File: config.mk
export PLATFORM = sky130hd
export DESIGN_NAME = ppu_vram_port_ctrl
export DESIGN_NICKNAME = d
export VERILOG_FILES = /design/src/rtl/ppu_vram_port_ctrl.sv
export SDC_FILE = /design/constraint.sdc
export NUM_CORES = 1
export LEC_CHECK = 0
export ABC_CLOCK_PERIOD_IN_PS = 2400
export BUFFER_PORTS_ARGS = -buffer_cell sky130_fd_sc_hd__buf_2
export CAP_MARGIN = 10
export CORE_ASPECT_RATIO = 1.25
export CORE_MARGIN = 1.5
export CORE_UTILIZATION = 30
export CTS_CLUSTER_SIZE = 24
export DETAILED_ROUTE_END_ITERATION = 10
export GPL_ROUTABILITY_DRIVEN = 0
export GPL_TIMING_DRIVEN = 0
export MAX_ROUTING_LAYER = met4
export PLACE_DENSITY = 0.58
export SLEW_MARGIN = 40
export SYNTH_ARGS = -nofsm -noshare
export SYNTH_HDL_FRONTEND = slang
export SYNTH_SLANG_ARGS = --single-unit
File: constraint.sdc
create_clock -name clk -period 2.4 [get_ports clk]
set_input_delay 0.24 -clock clk [delete_from_list [all_inputs] [get_ports clk]]
set_output_delay 0.24 -clock clk [all_outputs]
set_load 0.005 [all_outputs]
File: src/rtl/ppu_vram_port_ctrl.sv
// PPU VRAM port controller: arbitrates the single write port and the single
// sync-read port of the 16 KB VRAM between the CPU register path
// ($2000/$2002/$2006/$2007) and the renderer fetch engine.
//
// Handshake: the renderer holds rend_req (with rend_addr stable) until it sees
// rend_grant high in the same cycle; its data follows one cycle later with
// rend_valid high for exactly one cycle. CPU strobes (cpu_we/cpu_re) are single
// cycle and are accepted into a one-entry slot; cpu_busy reports a pending op.
module ppu_vram_port_ctrl #(
    parameter int ADDR_W   = 14,
    parameter int MAX_WAIT = 8
) (
    input  logic              clk,
    input  logic              reset_n,
    input  logic [15:0]       cpu_address,
    input  logic [7:0]        cpu_data_in,
    input  logic              cpu_we,
    input  logic              cpu_re,
    output logic [7:0]        cpu_data_out,
    output logic              cpu_busy,
    output logic              overrun,
    input  logic              rend_req,
    input  logic [ADDR_W-1:0] rend_addr,
    output logic              rend_grant,
    output logic              rend_valid,
    output logic [7:0]        rend_data,
    output logic [ADDR_W-1:0] vram_w_addr,
    output logic [ADDR_W-1:0] vram_r_addr,
    output logic              vram_we,
    output logic [7:0]        vram_wdata,
    input  logic [7:0]        vram_rdata
);

    localparam int CNT_W = $clog2(MAX_WAIT + 1);

    // Tag of the read issued last cycle; steers the returning memory byte.
    typedef enum logic [1:0] {
        TAG_NONE = 2'd0,
        TAG_CPU  = 2'd1,
        TAG_REND = 2'd2
    } rd_tag_t;

    rd_tag_t           rd_tag;
    rd_tag_t           rd_tag_next;

    logic [ADDR_W-1:0] v;
    logic [5:0]        t_hi;
    logic              w_toggle;
    logic              inc32;

    logic              slot_full;
    logic              slot_write;
    logic [ADDR_W-1:0] slot_addr;
    logic [7:0]        slot_data;
    logic [CNT_W-1:0]  wait_cnt;

    // Register decode: exact match on $2000-$2007, low three bits select.
    logic              reg_hit;
    logic              wr_2000;
    logic              rd_2002;
    logic              wr_2006;
    logic              acc_2007;
    logic              slot_load;
    logic [ADDR_W-1:0] v_step;

    logic              starved;
    logic              issue_cpu;
    logic              grant;

    assign reg_hit   = (cpu_address[15:3] == 13'h0400);
    assign wr_2000   = cpu_we && reg_hit && (cpu_address[2:0] == 3'd0);
    assign rd_2002   = cpu_re && reg_hit && (cpu_address[2:0] == 3'd2);
    assign wr_2006   = cpu_we && reg_hit && (cpu_address[2:0] == 3'd6);
    assign acc_2007  = (cpu_we || cpu_re) && reg_hit && (cpu_address[2:0] == 3'd7);
    // A load only happens when the slot was empty at the start of the cycle,
    // so a load can never coincide with the issue of the same slot.
    assign slot_load = acc_2007 && !slot_full;
    assign v_step    = inc32 ? ADDR_W'(32) : ADDR_W'(1);

    // Priority: starved CPU op, then renderer, then any pending CPU op.
    assign starved   = slot_full && (wait_cnt == CNT_W'(MAX_WAIT));
    assign issue_cpu = slot_full && (starved || !rend_req);
    assign grant     = rend_req && !starved;

    assign rend_grant = grant;
    assign cpu_busy   = slot_full;
    assign rend_valid = (rd_tag == TAG_REND);
    assign rend_data  = (rd_tag == TAG_REND) ? vram_rdata : 8'h00;

    // Drive the VRAM ports for whichever requester issues this cycle.
    always_comb begin
        vram_we     = 1'b0;
        vram_w_addr = '0;
        vram_wdata  = 8'h00;
        vram_r_addr = '0;
        rd_tag_next = TAG_NONE;
        if (grant) begin
            vram_r_addr = rend_addr;
            rd_tag_next = TAG_REND;
        end else if (issue_cpu && slot_write) begin
            vram_we     = 1'b1;
            vram_w_addr = slot_addr;
            vram_wdata  = slot_data;
        end else if (issue_cpu) begin
            vram_r_addr = slot_addr;
            rd_tag_next = TAG_CPU;
        end
    end

    // Read-tag register: cleared every cycle unless a new read is issued.
    always_ff @(posedge clk or negedge reset_n) begin
        if (!reset_n) begin
            rd_tag <= TAG_NONE;
        end else begin
            rd_tag <= rd_tag_next;
        end
    end

    // CPU-visible address state: increment mode, write toggle, t_hi and v.
    always_ff @(posedge clk or negedge reset_n) begin
        if (!reset_n) begin
            v        <= '0;
            t_hi     <= 6'h00;
            w_toggle <= 1'b0;
            inc32    <= 1'b0;
        end else begin
            if (wr_2000) begin
                inc32 <= cpu_data_in[2];
            end
            if (rd_2002) begin
                w_toggle <= 1'b0;
            end
            if (wr_2006) begin
                if (!w_toggle) begin
                    t_hi     <= cpu_data_in[5:0];
                    w_toggle <= 1'b1;
                end else begin
                    v        <= ADDR_W'({t_hi, cpu_data_in});
                    w_toggle <= 1'b0;
                end
            end
            if (slot_load) begin
                v <= v + v_step;
            end
        end
    end

    // Pending-op slot, starvation counter and sticky overrun flag.
    always_ff @(posedge clk or negedge reset_n) begin
        if (!reset_n) begin
            slot_full  <= 1'b0;
            slot_write <= 1'b0;
            slot_addr  <= '0;
            slot_data  <= 8'h00;
            wait_cnt   <= '0;
            overrun    <= 1'b0;
        end else begin
            if (slot_load) begin
                slot_full  <= 1'b1;
                slot_write <= cpu_we;
                slot_addr  <= v;
                slot_data  <= cpu_data_in;
            end else if (issue_cpu) begin
                slot_full <= 1'b0;
            end
            if (acc_2007 && slot_full) begin
                overrun <= 1'b1;
            end
            if (issue_cpu) begin
                wait_cnt <= '0;
            end else if (grant && slot_full) begin
                wait_cnt <= wait_cnt + CNT_W'(1);
            end
        end
    end

    // $2007 read buffer refills from the byte returned for a CPU read.
    always_ff @(posedge clk or negedge reset_n) begin
        if (!reset_n) begin
            cpu_data_out <= 8'h00;
        end else if (rd_tag == TAG_CPU) begin
            cpu_data_out <= vram_rdata;
        end
    end

endmodule
==> qor.yml <==
worst_setup_path:
  reg2reg_to: "v[12]"
  worst_r2r_path_depth: 7
  critPathCaptureType: "output port"
  critical_path.max_fanout: 11
  r2r-start: "v[0]"
  reg_to_reg_slack_setup_ns: 0.30
  critical_path.startpoint_type: "flop"
  worstSetupPathType: "reg2out"
  critical_path_arrival_ns: 1.97
  worst_ep_required_time_ns: 2.16
hold_path:
  min_to: "cpu_data_out[3]"
  min_from: "vram_rdata[3]"
  hold_path_class: "in2reg"
  worstHoldPathCells: 2
sta:
  clock_skew_ns: 0.006225
  slew_headroom_pct: 62.07
  setup_viol_count_final: 0
  timing_worst_slew_pin_value_ns: 0.5690
  timing.final.max_slew_violations: 0
  report.final.hold_viol_count: 0
  tns_ns: 0
  share_of_the_clock_period_used_by_the_worst_path_pct: 92.10
  max_clock_freq_mhz: 452.4
  final_period_demand_of_the_worst_path_ns: 2.210
  post-route-worst-setup-slack_ns: 0.1896
  rsz0062_at_grt: "no"
clock_tree:
  cts_clock_pin_slew_for_the_worst_setup_and_hold_paths_ns: 0.06
  tritoncts_num_sinks: 61
  clock_tree.htree_level_count: 3
  clkLatencyLatePin_ns: 0.33
  cts_tree: "built"
  root_buffer: "clkbuf_16"
  cts.path.max_buffers: 2
  cts_post_setup_buffers_inserted: 0
  cts_made_buffers: 9
finish:
  post-route-cell-area_um2: 4279
  fill_cell_total_of_the_finished_layout: 1026
  postLayoutCoreUtil_pct: 40.51
  drive_above_1_share_pct: 35.87
  final_net_count: 511
  antenna_cells_inserted: 0
  area_growth_syn_to_layout_pct: 32.46
logic_synthesis:
  postSynthRegisterBits: 61
  synth-seq-area-share_pct: 47.25
  synthesis.area_um2: 3231
  synth.net_count: 392
  synth-warning-count: 0
  postSynth.topFlopCell: "dfrtp_1"
  synth_edf_count: 0
  ys_async_sr_fraction_pct: 100.0
  cell_count_after_synthesis: 336
  synth.distinct_cells: 50
  syn_area_per_cell_um2: 9.615
detailed_routing:
  postRouteWirelength_um: 8358
  via_per_inst: 4.843
  drt-wirelength-per-cell_um: 14.12
  dr_iter_0_viols: 127
  ant_nets: 0
  drt_pass1_iterations: 4
  detail_route.drc_violations: 0
  dr_total_vias: 2867
place:
  placedInstanceArea_um2: 3934
  post-place-ws_ns: 0.1631
  numPortBuffers: 107
  hpwl_reported_at_the_end_of_detailed_placement_um: 6518
power:
  leakage_nw: 2.239
  power.density_cell_area_nw_per_um2: 588.6
  irDropWorstVdd_mv: 0.3107
global_routing:
  antenna_found_initial: 0
  global_route.usage.total_pct: 15.94
  grt_start_max_net_pins: 62
  via_count_of_the_first_global_routing_pass: 2865
  grt_pass1_wl_um: 13580
  globalRoute.totalOverflow: 0
floorplanning:
  design.die.area_um2: 11400
  rows: 42
  fp.coreArea_um2: 10560
  io_pins: 108
  effective_utilization_at_floorplan_pct: 30.59
  floorplan.die.width_um: 95.82
  die_y_um: 119.0
outcome:
  status: "complete, no violations"
run:
  timing.max_cap.violations: 0
-- sequential cells by signal (all words and copies together) (netlist names) --
register / cells
cpu_busy: 1
cpu_data_out: 8
inc32: 1
overrun: 1
rd_tag: 2
slot_addr: 14
slot_data: 8
slot_write: 1
t_hi: 6
v: 14
w_toggle: 1
wait_cnt: 4
-- worst max path at each step --
| stage | from | slack (ns) | cells after the start | to |
|---|---|---|---|---|
| 5_1_grt | wait_cnt[0] | 0.03 | 8 | vram_w_addr[4] |
| 3_3_place_gp | wait_cnt[0] | 0.20 | 9 | vram_r_addr[10] |
| 3_5_place_dp | wait_cnt[0] | 0.16 | 9 | vram_r_addr[7] |
| 2_1_floorplan | v[0] | 0.53 | 7 | v[12] |
| 6_report | wait_cnt[0] | 0.19 | 8 | vram_r_addr[7] |
| 4_1_cts | wait_cnt[0] | 0.03 | 9 | vram_r_addr[7] |
-- worst max-delay path: stages (launching register included) --
cell and delay (ns):
dfrtp_1 0.40, inv_1 0.10, ha_1 0.15, nand4b_1 0.11, nand2_2 0.14, clkinv_2 0.15
buf_2 0.23, a22o_1 0.24, buf_2 0.12
-- report_power, final --
part | switching [mW] | total (mW) | internal, mW
clock | 0.457 | 1.32 | 0.859
sequential | 0.00342 | 1.04 | 1.04
combinational | 0.0854 | 0.163 | 0.0771
-- Yosys cell counts (2+ instances only) --
master	n	area share (%)
nand4_1	2	0.39
a31o_2	2	0.54
buf_4	2	0.46
dfrtp_1	61	47
a21o_1	5	1.2
a22o_1	17	4.6
buf_2	3	0.46
nand2_1	74	8.6
nor2_1	13	1.5
a32oi_1	3	0.81
and2_1	32	6.2
a22oi_1	5	1.2
o21ai_0	20	3.1
a32o_1	2	0.62
nand2b_1	2	0.39
nor3_2	2	0.62
nor2b_1	3	0.58
clkbuf_1	9	1.0
and3_1	3	0.58
and4_1	2	0.54
nor3b_1	3	0.70
nand3_1	5	0.77
nor3_1	2	0.31
a31oi_1	2	0.39
o21ai_1	2	0.31
ha_1	5	1.9
mux2_2	15	5.2
nand4b_1	2	0.54
inv_1	13	1.5
nor4_4	2	1.3
a21oi_1	3	0.46
o21a_1	2	0.46
-- stage by stage --
stage | cells | hold slack (ns) | power, mW
final | 592 | 0.1575 | 2.519
after global routing | 592 | 0.1495 | 2.611
after CTS | 591 | 0.02234 | 2.543
after detailed placement | 575 | 0.3758 | 1.222
after global placement | 575 | 0.4434 | 1.218
after floorplan | 336 | -0.05559 | 1.112
-- cell families (layout without fill, tap and decap cells) --
kind of cell | Yosys count | count (layout) | share of synthesized area, %
and+or+nand+nor | 154 | 154 | 25.52
muxes | 15 | 15 | 5.228
AOI/OAI and AO/OA | 72 | 72 | 16.19
adders and majority gates | 5 | 5 | 1.936
buffers and inverters | 28 | 152 | 3.601
xor gates and xnor gates | 1 | 1 | 0.2712
DFF | 61 | 61 | 47.25
-- metal layers --
| layer | up-vias | share of wire (%) | global-route usage, % |
|---|---|---|---|
| met2 | 77 | 50 | 25.92 |
| li1 | 1418 | - | - |
| met1 | 1355 | 42 | 18.31 |
| met5 | - | 0 | - |
| met3 | 17 | 4.8 | 3.768 |
| met4 | 0 | 2.6 | 7.261 |
-- timing repair --
action,CTS,global route
endpoints found under the hold margin,0,61
resized for setup,6,7
hold buffers,0,1
endpoints found under the setup margin,21,28
-- cell usage in the layout (no fill, tap or decap), types with 3 or more instances in the layout --
cell type,netlist,layout
a32oi_1,3,3
nand2_1,74,73
mux2_2,15,15
a22o_1,17,17
dfrtp_1,61,61
nand3_1,5,5
inv_1,13,13
buf_2,3,111
nor2b_1,3,3
nor3b_1,3,3
ha_1,5,5
clkbuf_16,0,9
a21o_1,5,5
a22oi_1,5,5
clkbuf_1,9,5
nor2_1,13,12
o21ai_0,20,20
a21oi_1,3,3
and2_1,32,32
-- layout make-up --
cell class / count / area [µm²] / share of cell area [%]
multi-input cells: 247 / 1599 / 37.37
clock buffers: 11 / 252.7 / 5.906
plain buffers: 14 / 71.32 / 1.667
flip-flops and latches: 61 / 1526 / 35.67
repair buffers: 108 / 551.8 / 12.89
inverters: 14 / 53.80 / 1.257
well taps: 132 / 165.2 / 3.860
clock inverters: 5 / 58.81 / 1.374
Power figures use the tool's default switching activity.
